==> src/rtl/nonce_scheduler.sv <==
// Nonce-range scheduler for an array of double-SHA-256 cores. It hands out one nonce per cycle
// to the lowest free core, and stops on the first hit, on a stop request or when the range runs out.
module nonce_scheduler #(
  parameter int NUM_CORES = 2,
  parameter int NONCE_W   = 32
) (
  input  logic                         clk,
  input  logic                         n_rst,
  input  logic                         start,
  input  logic                         stop,
  input  logic [NONCE_W-1:0]           nonce_start,
  input  logic [NONCE_W-1:0]           nonce_end,
  output logic [NUM_CORES-1:0]         core_hash_enable,
  output logic [NUM_CORES*NONCE_W-1:0] core_nonce,
  input  logic [NUM_CORES-1:0]         core_finished,
  input  logic [NUM_CORES-1:0]         core_hit,
  output logic                         busy,
  output logic                         done,
  output logic                         found,
  output logic [NONCE_W-1:0]           found_nonce,
  output logic                         exhausted,
  output logic [31:0]                  hashes_done
);

  localparam int IDX_W = (NUM_CORES > 1) ? $clog2(NUM_CORES) : 1;

  typedef enum logic [1:0] {IDLE, DISPATCH, DRAIN, DONE} state_t;

  state_t                 state;
  logic [NONCE_W-1:0]     next_nonce;
  logic [NONCE_W-1:0]     end_nonce;
  logic                   range_done;
  logic [NUM_CORES-1:0]   core_busy;
  logic [NONCE_W-1:0]     nonce_q [NUM_CORES];

  logic [NUM_CORES-1:0]   fin_mask;
  logic [NUM_CORES-1:0]   hit_mask;
  logic [NUM_CORES-1:0]   launch_mask;
  logic [NUM_CORES-1:0]   busy_after;
  logic                   hit_any;
  logic                   free_any;
  logic                   launch_go;
  logic [IDX_W-1:0]       hit_idx;
  logic [IDX_W-1:0]       free_idx;

  function automatic logic [IDX_W-1:0] first_set(input logic [NUM_CORES-1:0] v);
    first_set = '0;
    for (int i = NUM_CORES - 1; i >= 0; i--) begin
      if (v[i]) first_set = IDX_W'(i);
    end
  endfunction

  function automatic logic [31:0] count_ones(input logic [NUM_CORES-1:0] v);
    count_ones = '0;
    for (int i = 0; i < NUM_CORES; i++) begin
      count_ones = count_ones + {31'b0, v[i]};
    end
  endfunction

  for (genvar g = 0; g < NUM_CORES; g++) begin : g_pack
    assign core_nonce[g*NONCE_W +: NONCE_W] = nonce_q[g];
  end

  // Only completions from cores we actually launched count; a launch is held off on a hit or stop.
  always_comb begin
    fin_mask    = core_finished & core_busy;
    hit_mask    = fin_mask & core_hit;
    hit_any     = |hit_mask;
    hit_idx     = first_set(hit_mask);
    free_any    = |(~core_busy);
    free_idx    = first_set(~core_busy);
    launch_go   = (state == DISPATCH) && !range_done && free_any && !hit_any && !stop;
    launch_mask = launch_go ? (NUM_CORES'(1) << free_idx) : '0;
    busy_after  = (core_busy & ~fin_mask) | launch_mask;
  end

  always_ff @(posedge clk or negedge n_rst) begin
    if (!n_rst) begin
      state            <= IDLE;
      next_nonce       <= '0;
      end_nonce        <= '0;
      range_done       <= 1'b0;
      core_busy        <= '0;
      core_hash_enable <= '0;
      for (int i = 0; i < NUM_CORES; i++) nonce_q[i] <= '0;
      busy             <= 1'b0;
      done             <= 1'b0;
      found            <= 1'b0;
      found_nonce      <= '0;
      exhausted        <= 1'b0;
      hashes_done      <= '0;
    end else begin
      core_hash_enable <= launch_mask;
      core_busy        <= busy_after;
      hashes_done      <= hashes_done + count_ones(fin_mask);
      done             <= 1'b0;

      // Stopping on equality with the end nonce keeps an all-ones end from wrapping to zero.
      if (launch_go) begin
        nonce_q[free_idx] <= next_nonce;
        if (next_nonce == end_nonce) range_done <= 1'b1;
        else                         next_nonce <= next_nonce + 1'b1;
      end

      case (state)
        IDLE: begin
          if (start) begin
            end_nonce   <= nonce_end;
            found       <= 1'b0;
            found_nonce <= '0;
            exhausted   <= 1'b0;
            hashes_done <= '0;
            if (nonce_start > nonce_end) begin
              exhausted <= 1'b1;
              done      <= 1'b1;
              state     <= DONE;
            end else begin
              next_nonce <= nonce_start;
              range_done <= 1'b0;
              busy       <= 1'b1;
              state      <= DISPATCH;
            end
          end
        end
        DISPATCH: begin
          if (hit_any) begin
            found       <= 1'b1;
            found_nonce <= nonce_q[hit_idx];
            state       <= DRAIN;
          end else if (stop) begin
            state <= DRAIN;
          end else if (range_done && (busy_after == '0)) begin
            exhausted <= 1'b1;
            done      <= 1'b1;
            busy      <= 1'b0;
            state     <= DONE;
          end
        end
        DRAIN: begin
          if (busy_after == '0) begin
            done  <= 1'b1;
            busy  <= 1'b0;
            state <= DONE;
          end
        end
        default: state <= IDLE;
      endcase
    end
  end

endmodule
==> config.mk <==
export PLATFORM = sky130hd
export DESIGN_NAME = nonce_scheduler
export DESIGN_NICKNAME = d
export VERILOG_FILES = /design/src/rtl/nonce_scheduler.sv
export SDC_FILE = /design/constraint.sdc
export NUM_CORES = 1
export LEC_CHECK = 0
export BUFFER_PORTS_ARGS = -buffer_cell sky130_fd_sc_hd__buf_4
export CORE_ASPECT_RATIO = 0.5
export CORE_MARGIN = 2
export CORE_UTILIZATION = 25
export DETAILED_ROUTE_END_ITERATION = 7
export GPL_ROUTABILITY_DRIVEN = 0
export HOLD_SLACK_MARGIN = 0.05
export SKIP_CTS_REPAIR_TIMING = 1
export SLEW_MARGIN = 40
export SYNTH_ARGS = -nofsm -noshare
export SYNTH_HDL_FRONTEND = slang
export SYNTH_SLANG_ARGS = --single-unit
==> constraint.sdc <==
create_clock -name clk -period 5.32 [get_ports clk]
set_clock_uncertainty 0.05 [all_clocks]
set_input_delay 1.064 -clock clk [delete_from_list [all_inputs] [get_ports clk]]
set_output_delay 1.064 -clock clk [all_outputs]
set_load 0.1 [all_outputs]
### After elaboration in Yosys (flattened, before gate mapping)

Index checks and enable logic that the tools add are counted.

| word-level totals | value |
|---|---|
| register bits | 203 |
| input port bits | 72 |
| output and inout port bits | 134 |
| word-level logic and storage cells | 116 |

| cells by class | value |
|---|---|
| $add $sub $neg | 3 |
| order comparisons | 4 |
| eq/ne operators | 11 |
| shift operators | 1 |
| multiplexer cells | 55 |
| bitwise operators | 8 |
| reduce and logical (&&, ||, !) cells | 20 |

Operator list:

| cell | number |
|---|---|
| 32-bit 2-to-1 mux | 13 |
| 64-bit bitwise mux | 1 |
| 32-bit one-hot mux with 2 select lines | 1 |
| 32-bit by 1-bit adder with 32-bit output, second input constant | 1 |
| 32-bit by 2-bit adder with 32-bit output | 1 |
| 32-bit demux with 1-bit select | 1 |
| 32-bit == test | 1 |
| 32-bit > comparator | 1 |
| 1-bit 2-to-1 mux | 27 |
| 2-bit 2-to-1 mux | 7 |
| 2-bit != test, second input constant | 6 |
| 7-bit AND reduction | 1 |
| 2-bit bitwise AND | 3 |
| 1-bit logical AND | 6 |
| 1-bit one-hot mux with 3 select lines | 2 |
| 2-bit one-hot mux with 3 select lines | 1 |
| 3-bit AND reduction | 2 |
| 5-bit AND reduction | 1 |
| 2-bit greater-or-equal comparator, second input constant | 2 |
| 2-bit logical NOT | 2 |
| 4-bit by 3-bit != test with 1-bit output, second input constant | 1 |
| 1-bit NOT with 2-bit output | 2 |
| 2-bit NOT | 2 |
| 1-bit one-hot mux with 2 select lines | 2 |
| other kinds (12) | 15 |

### Longest topological paths before layout

Gate-level depths: netlist of run 1.

| depth | value |
|---|---|
| depth after elaboration | 14 |
| mapped depth | 11 |
| gate-level depth less buffers | 10 |

### Worst setup path before layout of run 1

No wires, ideal clock.

| timing path | value |
|---|---|
| path type | input -> register |
| start | input nonce_end[13] |
| end | register next_nonce[23] |
| library setup time | 0.125 ns |
| data arrival time | 3.132 ns |
| required time | 5.145 ns |
| slack | 2.013 ns |
| cell stages on the path | 11 |
| path buffers | 2 |
| cell sequence | inv_1 ha_1 a21o_1 a21o_1 a22oi_1 o2111ai_1 a22oi_1 and2_1 buf_2 buf_2 mux2_2 |

| between the ends | value |
|---|---|
| longest elaborated chain between the ends | 4 |

RTL lines:

| element | line | text |
|---|---|---|
| from (decl) | 12 | `input logic [NONCE_W-1:0] nonce_end,` |
| 32-bit > comparator | 113 | `if (nonce_start > nonce_end) begin` |
| 32-bit 2-to-1 mux | 113 |  |
| 32-bit 2-to-1 mux | 107 | `if (start) begin` |
| 32-bit 2-to-1 mux | 105 | `case (state)` |
| to (signal assigned) | 102 | `else next_nonce <= next_nonce + 1'b1;` |
| to (signal assigned) | 118 | `next_nonce <= nonce_start;` |
| to (decl) | 30 | `logic [NONCE_W-1:0] next_nonce;` |

Every way passes these cells.
A chain may end at the register's enable or synchronous reset.

### Final worst setup path of run 1

| timing path | value |
|---|---|
| start | input nonce_end[31] |
| end | register next_nonce[2] |

Same word-level chain as after synthesis.

==> results of run 1 <==
==> cell type report <==
type	instances	area [µm²]
tap	540	676
timing repair buffer	218	1680
fill	4061	27000
clock buffer	26	607
multi-input combinational	643	4710
clock inverter	13	195
sequential	203	5080
inverter	50	188
==> cell families (layout without fill, tap and decap cells) <==
kind of cell	Yosys count	after routing	synth area share
AND/OR/NAND/NOR	267	267	0.130
flip-flops	203	203	0.502
multiplexers	131	131	0.142
AO/OA/AOI/OAI	117	117	0.0643
buffers and inverters	92	307	0.0359
XOR/XNOR	89	89	0.0770
adder cells (fa/ha/maj)	39	39	0.0490
==> layout by cell type (no fill, tap or decap), types with 8 or more instances in the layout <==
cell type and count:
nor3_1 15, and2_1 8, clkbuf_16 23, nor4_1 15
buf_4 214, inv_1 50, a21oi_1 21, mux2i_1 34
xor2_1 71, dfrtp_1 203, nand2_1 96, ha_1 38
nand3_1 22, o21ai_0 74, nor2_1 53, xnor2_1 18
nand4_1 22, mux2_2 95
==> per-layer routing <==
layer  vias to the layer above  track usage  share of wire
met5                         -            0              0
met4                         0       0.0472          0.035
met3                        55       0.0152          0.031
met2                       111        0.246           0.52
met1                      3813        0.171           0.41
li1                       3638            -              -
==> flip-flops by register name (all words and copies together), names as in the netlist, 2 cells and up <==
name and cells:
core_hash_enable 2, state 2, core_nonce 64, found_nonce 32
hashes_done 32, core_busy 2, next_nonce 32, end_nonce 32
==> worst max-delay path, cell delays in order <==
cell     delay (ns)
buf_4          0.09
inv_1          0.05
ha_1           0.29
nand4_1        0.21
nor4_1         0.52
nand2_1        0.10
a22oi_1        0.41
and2_1         0.61
buf_12         0.26
mux2_2         0.35
==> worst max path at each step <==
stage | from | end
2_1_floorplan | nonce_end[13] | next_nonce[23]$_DFF_PN0_
3_3_place_gp | nonce_end[31] | next_nonce[7]$_DFF_PN0_
3_5_place_dp | nonce_end[31] | next_nonce[8]$_DFF_PN0_
4_1_cts | nonce_end[31] | next_nonce[8]$_DFF_PN0_
5_1_grt | nonce_end[29] | next_nonce[8]$_DFF_PN0_
6_report | nonce_end[31] | next_nonce[2]$_DFF_PN0_
==> metrics by stage <==
step / hold WS [ns] / setup WS (ns) / area (µm²) / util
finish: 0.370 / 1.68 / 13100 / 0.327
global route: 0.382 / 1.51 / 13100 / 0.327
CTS: 0.438 / 1.66 / 13100 / 0.327
detailed placement: 0.425 / 1.16 / 12300 / 0.307
global placement: 0.413 / 1.19 / 12300 / 0.306
floorplan: 0.416 / 2.01 / 10100 / -
==> flow_summary_export.csv, run 1 <==
group,metric,value,unit
status,status,"complete, no violations",
final_layout,n_antenna_cell,0,
timing,period_minus_slack,3.64,ns
global_route,antenna_found_initial,0,
synth,ys_seq_area_frac,0.502,
global_route,track_usage,0.137,
critical_path,endpoint_kind,"flip-flop",
final_layout,drive_above_1_share,0.317,
critical_path,r2r-start,"core_busy[1]$_DFF_PN0_",
synth,yosysTopAreaCell,"dfrtp_1",
synth,ys_warn_count,0,
synth,synth_top_cells_by_area,"dfrtp_1 (50%), mux2_2 (11%), xor2_1 (6.1%)",
synth,syn-instance-count,938,
routing,vias,7617,
floorplanning,io_pins,206,
routing,drt_wl_total,29100,µm
critical_path,cp_max_fo,22,
routing,drc,0,
global_route,overflow,0,
synth,synth-seq-cells,203,
synth,synth_commonest_cells,"dfrtp_1 (203), nand2_1 (97), mux2_2 (95)",
floorplanning,core_region_area,40100,µm²
timing,setup_viol,0,
cts,cts_tree,"built",
placed_design,io_buffers,205,
timing,rsz0062_at_grt,"no",
final_layout,nets,1249,
critical_path,r2r_cells,10,
cts,clk_pin_slew,0.06,ns
critical_path,r2r_slack,2.07,ns
final_layout,stdcell_count,1693,
timing,finalHoldViolations,0,
synth,async_flop_share,1.00,
floorplanning,start_util,0.252,
synth,ys.flop_type,"dfrtp_1",
routing,ant_nets,0,
synth,synth.most_common_cell,"dfrtp_1",
synth,avgSynthCellArea,10.8,µm²
placed_design,dp.cells,1653,
synth,syn_area,10100,µm²
hold_path,hold_class,"input pin to asynchronous set/reset pin",
cts,cts_buffers,22,
cts,clk_path_buf_depth,3,
job,maxCapViolCount,0,
timing,finalCritPeriodShare,0.684,
routing,drt_iter0_markers,365,
cts,clkSinkCount,203,
routing,avgRoutedWirePerCell,17.2,µm
cts,clock_latency,0.51,ns
critical_path,crit_type,"input pin to flip-flop",
critical_path,worstPathArrival,3.98,ns
timing,fmax,0.275,GHz
synth,synth_nets,1049,
routing,vias_per_cell,4.50,
timing,slew-limit-headroom,0.490,
floorplanning,placementRows,52,
global_route,grt_max_degree,99,
global_route,grt_first_pass_wirelength,45500,µm
cts,h-tree-depth,1,
placed_design,hpwl,22200,µm
timing,fin_tns_setup,0,ns
synth,synth_edf_count,0,
timing,worst_slew_pin_slew,0.757,ns
routing,dr.pass1.iters,4,
final_layout,syn2layout_area_growth,29.9,%
timing,drv_slew,0,
cts,cts_root_buf,"clkbuf_16",
global_route,grt_pass1_vias,7604,
synth,synth_top_cell_area_share,0.502,
floorplanning,die_area,42200,µm²
floorplanning,die_x,289,µm
floorplanning,die_h,146,µm
critical_path,start_kind,"input pin",
synth,ys_types,48,
critical_path,required,5.66,ns
critical_path,r2r-end,"hashes_done[28]$_DFF_PN0_",
Power of run 1 is not shown: default switching activity piles up to over one toggle a cycle in this logic, so the estimate is an artifact.
==> run 2, diff against run 1 <==
--- a/config.mk
+++ b/config.mk
@@ -5,6 +5,7 @@
 export SDC_FILE = /design/constraint.sdc
 export NUM_CORES = 1
 export LEC_CHECK = 0
+export ABC_AREA = 1
 export BUFFER_PORTS_ARGS = -buffer_cell sky130_fd_sc_hd__buf_4
 export CORE_ASPECT_RATIO = 0.5
 export CORE_MARGIN = 2
==> constraint.sdc (replaced) <==
create_clock -name clk -period 3.22 [get_ports clk]
set_clock_uncertainty 0.05 [all_clocks]
set_input_delay 0.644 -clock clk [delete_from_list [all_inputs] [get_ports clk]]
set_output_delay 0.644 -clock clk [all_outputs]
set_load 0.1 [all_outputs]
==> run 2 against run 1 <==
  * Critical path depth stayed put
  * First-iteration DRC count increased by 140%
  * Utilization fell by 1.3 points
  * Register-to-register slack lost 1.3 ns
  * Die area rose by 16%
  * Synthesized cell count increased by 69%
  * Routed wire length up 31%
  * Count of clock-buffer cells in the layout is 10 higher
  * Final area rose by 11%
  * Largest cell class is now multi-input combinational cells
  * Hold slack worse by 0.31 ns
==> flow_summary_export.csv, run 2 <==
group,metric,value,unit
status,status,"complete, no violations",
pwr,total_power,14.5,mW
cts,cts_tree,"built",
synth,ys.flop_type,"dfrtp_1",
cts,cts_buffers,23,
timing,finalHoldViolations,0,
critical_path,endpoint_kind,"flip-flop",
pwr,power_density,992,nW/µm²
synth,synth_top_cell_area_share,0.433,
floorplanning,start_util,0.252,
floorplanning,placementRows,56,
synth,yosysTopAreaCell,"dfrtp_1",
synth,synth_top_cells_by_area,"dfrtp_1 (43%), nand2_1 (17%), o21ai_0 (6.0%)",
critical_path,worstPathArrival,2.84,ns
cts,clk_path_buf_depth,3,
floorplanning,core_region_area,46600,µm²
placed_design,dp.cells,2374,
critical_path,r2r-end,"found_nonce[30]$_DFFE_PN0P_",
cts,cts_root_buf,"clkbuf_16",
timing,finalCritPeriodShare,0.769,
timing,worst_slew_pin_slew,0.640,ns
routing,ant_nets,0,
global_route,grt_first_pass_wirelength,58900,µm
critical_path,start_kind,"flip-flop",
routing,vias_per_cell,4.51,
final_layout,multiInputGateArea,5610,µm²
synth,avgSynthCellArea,7.42,µm²
timing,drv_slew,0,
synth,synth_nets,1693,
final_layout,layout_commonest_cell,"nand2_1",
synth,synth_edf_count,0,
synth,synth-seq-cells,203,
critical_path,r2r-start,"state[0]$_DFFE_PN0P_",
global_route,track_usage,0.155,
global_route,overflow,0,
synth,ys_types,41,
synth,synth_commonest_cells,"nand2_1 (534), dfrtp_1 (203), inv_1 (164)",
routing,drt_wl_total,38000,µm
cts,h-tree-depth,1,
global_route,grt_pass1_vias,10543,
routing,avgRoutedWirePerCell,15.7,µm
final_layout,stdcell_count,2419,
routing,dr.pass1.iters,5,
critical_path,crit_type,"flip-flop to flip-flop",
hold_path,hold_class,"input pin to asynchronous set/reset pin",
critical_path,r2r_cells,10,
job,maxCapViolCount,0,
floorplanning,die_area,48800,µm²
synth,ys_warn_count,0,
critical_path,crit_path_start,"state[0]$_DFFE_PN0P_",
final_layout,seq_area,5080,µm²
critical_path,r2r_slack,0.74,ns
final_layout,nFillCells,5000,
timing,fin_tns_setup,0,ns
final_layout,layout_common_cells,"nand2_1 (533), buf_4 (219), dfrtp_1 (203)",
critical_path,cp_max_fo,39,
timing,rsz0062_at_grt,"no",
floorplanning,die_h,157,µm
global_route,grt_max_degree,69,
critical_path,required,3.59,ns
global_route,antenna_found_initial,5,
cts,clkSinkCount,203,
timing,period_minus_slack,2.48,ns
final_layout,syn2layout_area_growth,24.8,%
synth,ys_seq_area_frac,0.433,
placed_design,hpwl,28900,µm
routing,drt_iter0_markers,865,
timing,setup_viol,0,
synth,syn-instance-count,1582,
final_layout,largest_register_ffs,64,
timing,slew-limit-headroom,0.573,
synth,synth.most_common_cell,"nand2_1",
final_layout,nets,1872,
synth,async_flop_share,1.00,
placed_design,io_buffers,205,
cts,clk_pin_slew,0.06,ns
floorplanning,die_x,310,µm
timing,fmax,0.404,GHz
pwr,ir_worst_vdd,0.736,mV
pwr,p_leak,7.31,nW
routing,drc,0,
synth,syn_area,11700,µm²
critical_path,endpoint,"found_nonce[30]$_DFFE_PN0P_",
routing,vias,10906,
cts,clock_latency,0.55,ns
floorplanning,io_pins,206,
final_layout,drive_above_1_share,0.170,
run 2: how the worst min path moves through the flow:
stage                     startpoint                    endpoint  slack, ns  cells after the start
floorplan                      n_rst            busy$_DFFE_PN0P_       0.30                      0
global placement    busy$_DFFE_PN0P_            busy$_DFFE_PN0P_       0.41                      2
detailed placement  busy$_DFFE_PN0P_            busy$_DFFE_PN0P_       0.42                      2
CTS                            n_rst  found_nonce[9]$_DFFE_PN0P_       0.08                      1
global route                   n_rst   hashes_done[13]$_DFF_PN0_       0.11                      1
finish                         n_rst    hashes_done[9]$_DFF_PN0_       0.06                      1
run 2: critical path, stage by stage, from the launching register on:
cell,delay [ns]
dfrtp_1,0.41
inv_1,0.10
ha_1,0.49
inv_1,0.11
nor2_1,0.24
inv_1,0.12
nand3_2,0.33
buf_12,0.26
a21oi_1,0.06
o21ai_0,0.11
nand2_1,0.07
run 2: through the flow:
stage | cell area [µm²] | worst slack, ns | hold WS [ns] | utilization
2_1_floorplan | 11700 | 0.464 | 0.298 | -
3_3_place_gp | 13900 | 0.485 | 0.411 | 0.298
3_5_place_dp | 13900 | 0.448 | 0.417 | 0.298
4_1_cts | 14600 | 0.764 | 0.0847 | 0.314
5_1_grt | 14600 | 0.393 | 0.110 | 0.314
6_report | 14600 | 0.744 | 0.0582 | 0.314
run 2: kinds of logic (layout without fill, tap and decap cells):
| family | Yosys count | after routing | share of synthesized area |
|---|---|---|---|
| buffers and inverters | 246 | 440 | 0.0900 |
| flip-flops | 203 | 203 | 0.433 |
| AO/OA/AOI/OAI | 239 | 239 | 0.109 |
| adder cells (fa/ha/maj) | 39 | 39 | 0.0422 |
| other | 0 | 5 | 0 |
| XOR/XNOR | 38 | 38 | 0.0328 |
| AND/OR/NAND/NOR | 817 | 817 | 0.293 |
run 2: power by group:
part,switching [mW],total [mW],internal [mW]
sequential,1.03,4.43,3.40
combinational,5.70,7.47,1.76
clock,1.09,2.63,1.54
run 2: layout make-up:
type,count,share of cell area
timing repair buffer,224,0.119
clock buffer,36,0.0467
inverter,176,0.0451
multi-input combinational,1133,0.383
tap,638,0.0545
sequential,203,0.347
antenna,5,0.000854
clock inverter,4,0.00410
run 2: layer usage:
metal / global-route usage / part of all wire
met5: 0 / 0
met4: 0.0626 / 0.036
met3: 0.0245 / 0.047
met2: 0.264 / 0.50
met1: 0.196 / 0.42
Power figures use the tool's default switching activity.
==> run 3, diff against run 2 <==
--- a/config.mk
+++ b/config.mk
@@ -5,7 +5,7 @@
 export SDC_FILE = /design/constraint.sdc
 export NUM_CORES = 1
 export LEC_CHECK = 0
-export ABC_AREA = 1
+export ABC_AREA = 0
 export BUFFER_PORTS_ARGS = -buffer_cell sky130_fd_sc_hd__buf_4
 export CORE_ASPECT_RATIO = 0.5
 export CORE_MARGIN = 2
==> constraint.sdc (replaced) <==
create_clock -name clk -period 2.35 [get_ports clk]
set_clock_uncertainty 0.05 [all_clocks]
set_input_delay 0.47 -clock clk [delete_from_list [all_inputs] [get_ports clk]]
set_output_delay 0.47 -clock clk [all_outputs]
set_load 0.1 [all_outputs]
==> run 3 against run 2 <==
  * The flow now finishes with violations (setup timing)
  * Combinational power is 65% higher
  * Power is 51% higher
  * Sequential share of layout area about the same
  * Largest cell class unchanged
  * Sequential power is 33% higher
  * Die area decreased by 14%
  * Sequential cell count unchanged
  * Hold slack better by 0.076 ns
  * Non-clock buffer count rose by 136
  * Register-to-register slack lost 0.85 ns
  * Utilization up 5.3 points
  * Highest routed layer unchanged
  * Count of clock-buffer cells in the layout down 10
==> flow_summary_export.csv, run 3 (synthesized netlist as in run 1, its figures left out) <==
group,metric,value,unit
routing,drc,0,
final_layout,design_area,14700,µm²
cts,clock_latency,0.51,ns
critical_path,required,2.70,ns
pwr,clkPwrFrac,0.167,
routing,wl_met2,16200,µm
critical_path,crit_type,"flip-flop to flip-flop",
cts,clkSinkCount,203,
pwr,power.internal,10.7,mW
global_route,track_usage,0.142,
cts,h-tree-depth,1,
timing,period_minus_slack,2.45,ns
pwr,sw_frac_of_total,0.510,
placed_design,dpl_cell_area,13700,µm²
routing,dr.pass1.iters,4,
critical_path,cp_max_fo,6,
floorplanning,placementRows,52,
floorplanning,die_h,146,µm
final_layout,largest_register_ffs,64,
final_layout,nets,1391,
routing,drt_wl_total,30600,µm
final_layout,layout_common_cells,"buf_4 (340), dfrtp_1 (185), nand2_1 (96)",
routing,wl_met3,949,µm
final_layout,layout_commonest_cell,"buf_4",
routing,vias_per_cell,4.38,
pwr,power_density,1490,nW/µm²
pwr,ir_worst_vdd,0.883,mV
placed_design,hpwl,22800,µm
critical_path,worstPathArrival,2.80,ns
timing,finalHoldViolations,0,
routing,drt_iter0_markers,383,
floorplanning,die_area,42200,µm²
routing,ant_nets,0,
global_route,grt_first_pass_wirelength,46900,µm
pwr,seqPwrFrac,0.270,
timing,finalCritPeriodShare,1.04,
status,status,"finished, violations left",
final_layout,syn2layout_area_growth,45.7,%
timing,drv_slew,0,
timing,setup_viol,12,
timing,slew-limit-headroom,0.717,
routing,wl_met1,12700,µm
final_layout,drive_above_1_share,0.444,
floorplanning,start_util,0.252,
cts,clk_pin_slew,0.06,ns
timing,rsz0062_at_grt,"yes",
global_route,antenna_found_initial,3,
hold_path,hold_class,"input pin to flip-flop",
cts,clk_path_buf_depth,3,
routing,top_layer,"met4",
timing,fin_tns_setup,-0.357,ns
job,maxCapViolCount,0,
pwr,switchingPower,11.2,mW
global_route,overflow,0,
cts,cts_tree,"built",
placed_design,io_buffers,205,
final_layout,utilization,0.367,
routing,vias,8042,
critical_path,start_kind,"flip-flop",
placed_design,dp.cells,1784,
routing,avgRoutedWirePerCell,16.7,µm
critical_path,endpoint_kind,"flip-flop",
status,violations,"setup timing",
pwr,p_leak,7.23,nW
timing,fin_ws,-0.102,ns
cts,cts_root_buf,"clkbuf_16",
cts,cts_buffers,22,
timing,worst_slew_pin_slew,0.425,ns
global_route,grt_max_degree,68,
global_route,grt_pass1_vias,8207,
pwr,pwr-share-comb,0.563,
floorplanning,core_region_area,40100,µm²
timing,fmax,0.408,GHz
floorplanning,io_pins,206,
pwr,total_power,21.9,mW
final_layout,stdcell_count,1837,
floorplanning,die_x,289,µm
[run 3: worst max-delay path: stages, from the launching register on]
cell and delay [ns]:
dfrtp_1 0.41, buf_4 0.15, xor2_2 0.15, nor4_1 0.31, nand4_1 0.22, buf_6 0.19, o21ai_2 0.16, buf_12 0.15
buf_4 0.12, nor2_4 0.03, xor2_1 0.14, mux2_4 0.26
[run 3: worst paths after layout]
check	start	to	slack, ns	depth (start not counted)
min reg2reg	found_nonce[15]$_DFFE_PN0P_	found_nonce[15]$_DFFE_PN0P_	0.43	2
max	next_nonce[9]$_DFF_PN0_	next_nonce[19]$_DFF_PN0_	-0.10	11
min in group asynchronous	n_rst	core_nonce[41]$_DFFE_PN0P_	0.44	2
min	nonce_end[0]	end_nonce[0]$_DFFE_PN0P_	0.13	3
max in group asynchronous	n_rst	core_nonce[61]$_DFFE_PN0P_	1.13	3
max reg2reg	next_nonce[9]$_DFF_PN0_	next_nonce[19]$_DFF_PN0_	-0.10	11
[run 3: cell type report]
class,instances,area (µm²)
flip-flops and latches,203,5110
clock buffers,26,607
inverters,50,200
well taps,540,676
repair buffers,360,2880
diodes,2,5.00
multi-input cells,643,5120
fillers,3998,25400
clock inverters,13,148
[run 3: stage by stage]
| stage | hold slack (ns) | worst slack, ns |
|---|---|---|
| after floorplan | 0.124 | -0.105 |
| after detailed placement | 0.398 | -0.488 |
| after CTS | -0.142 | -0.130 |
| after global placement | 0.404 | -0.424 |
| after global routing | 0.131 | -0.191 |
| final | 0.134 | -0.102 |
[run 3: metal layers]
layer  global-route usage  vias up
met5                    0        -
met4               0.0376        0
met3               0.0198       40
met2                0.258       97
met1                0.175     3995
li1                     -     3910
[run 3: power groups by stage]
| stage | Clock, mW | Sequential, mW | Combinational [mW] |
|---|---|---|---|
| after floorplan | 0 | 11.3 | 3.23 |
| after global placement | 0 | 5.93 | 12.1 |
| after detailed placement | 0 | 5.96 | 12.2 |
| after CTS | 3.76 | 5.91 | 12.2 |
| after global routing | 3.87 | 6.08 | 12.9 |
| final | 3.66 | 5.91 | 12.3 |
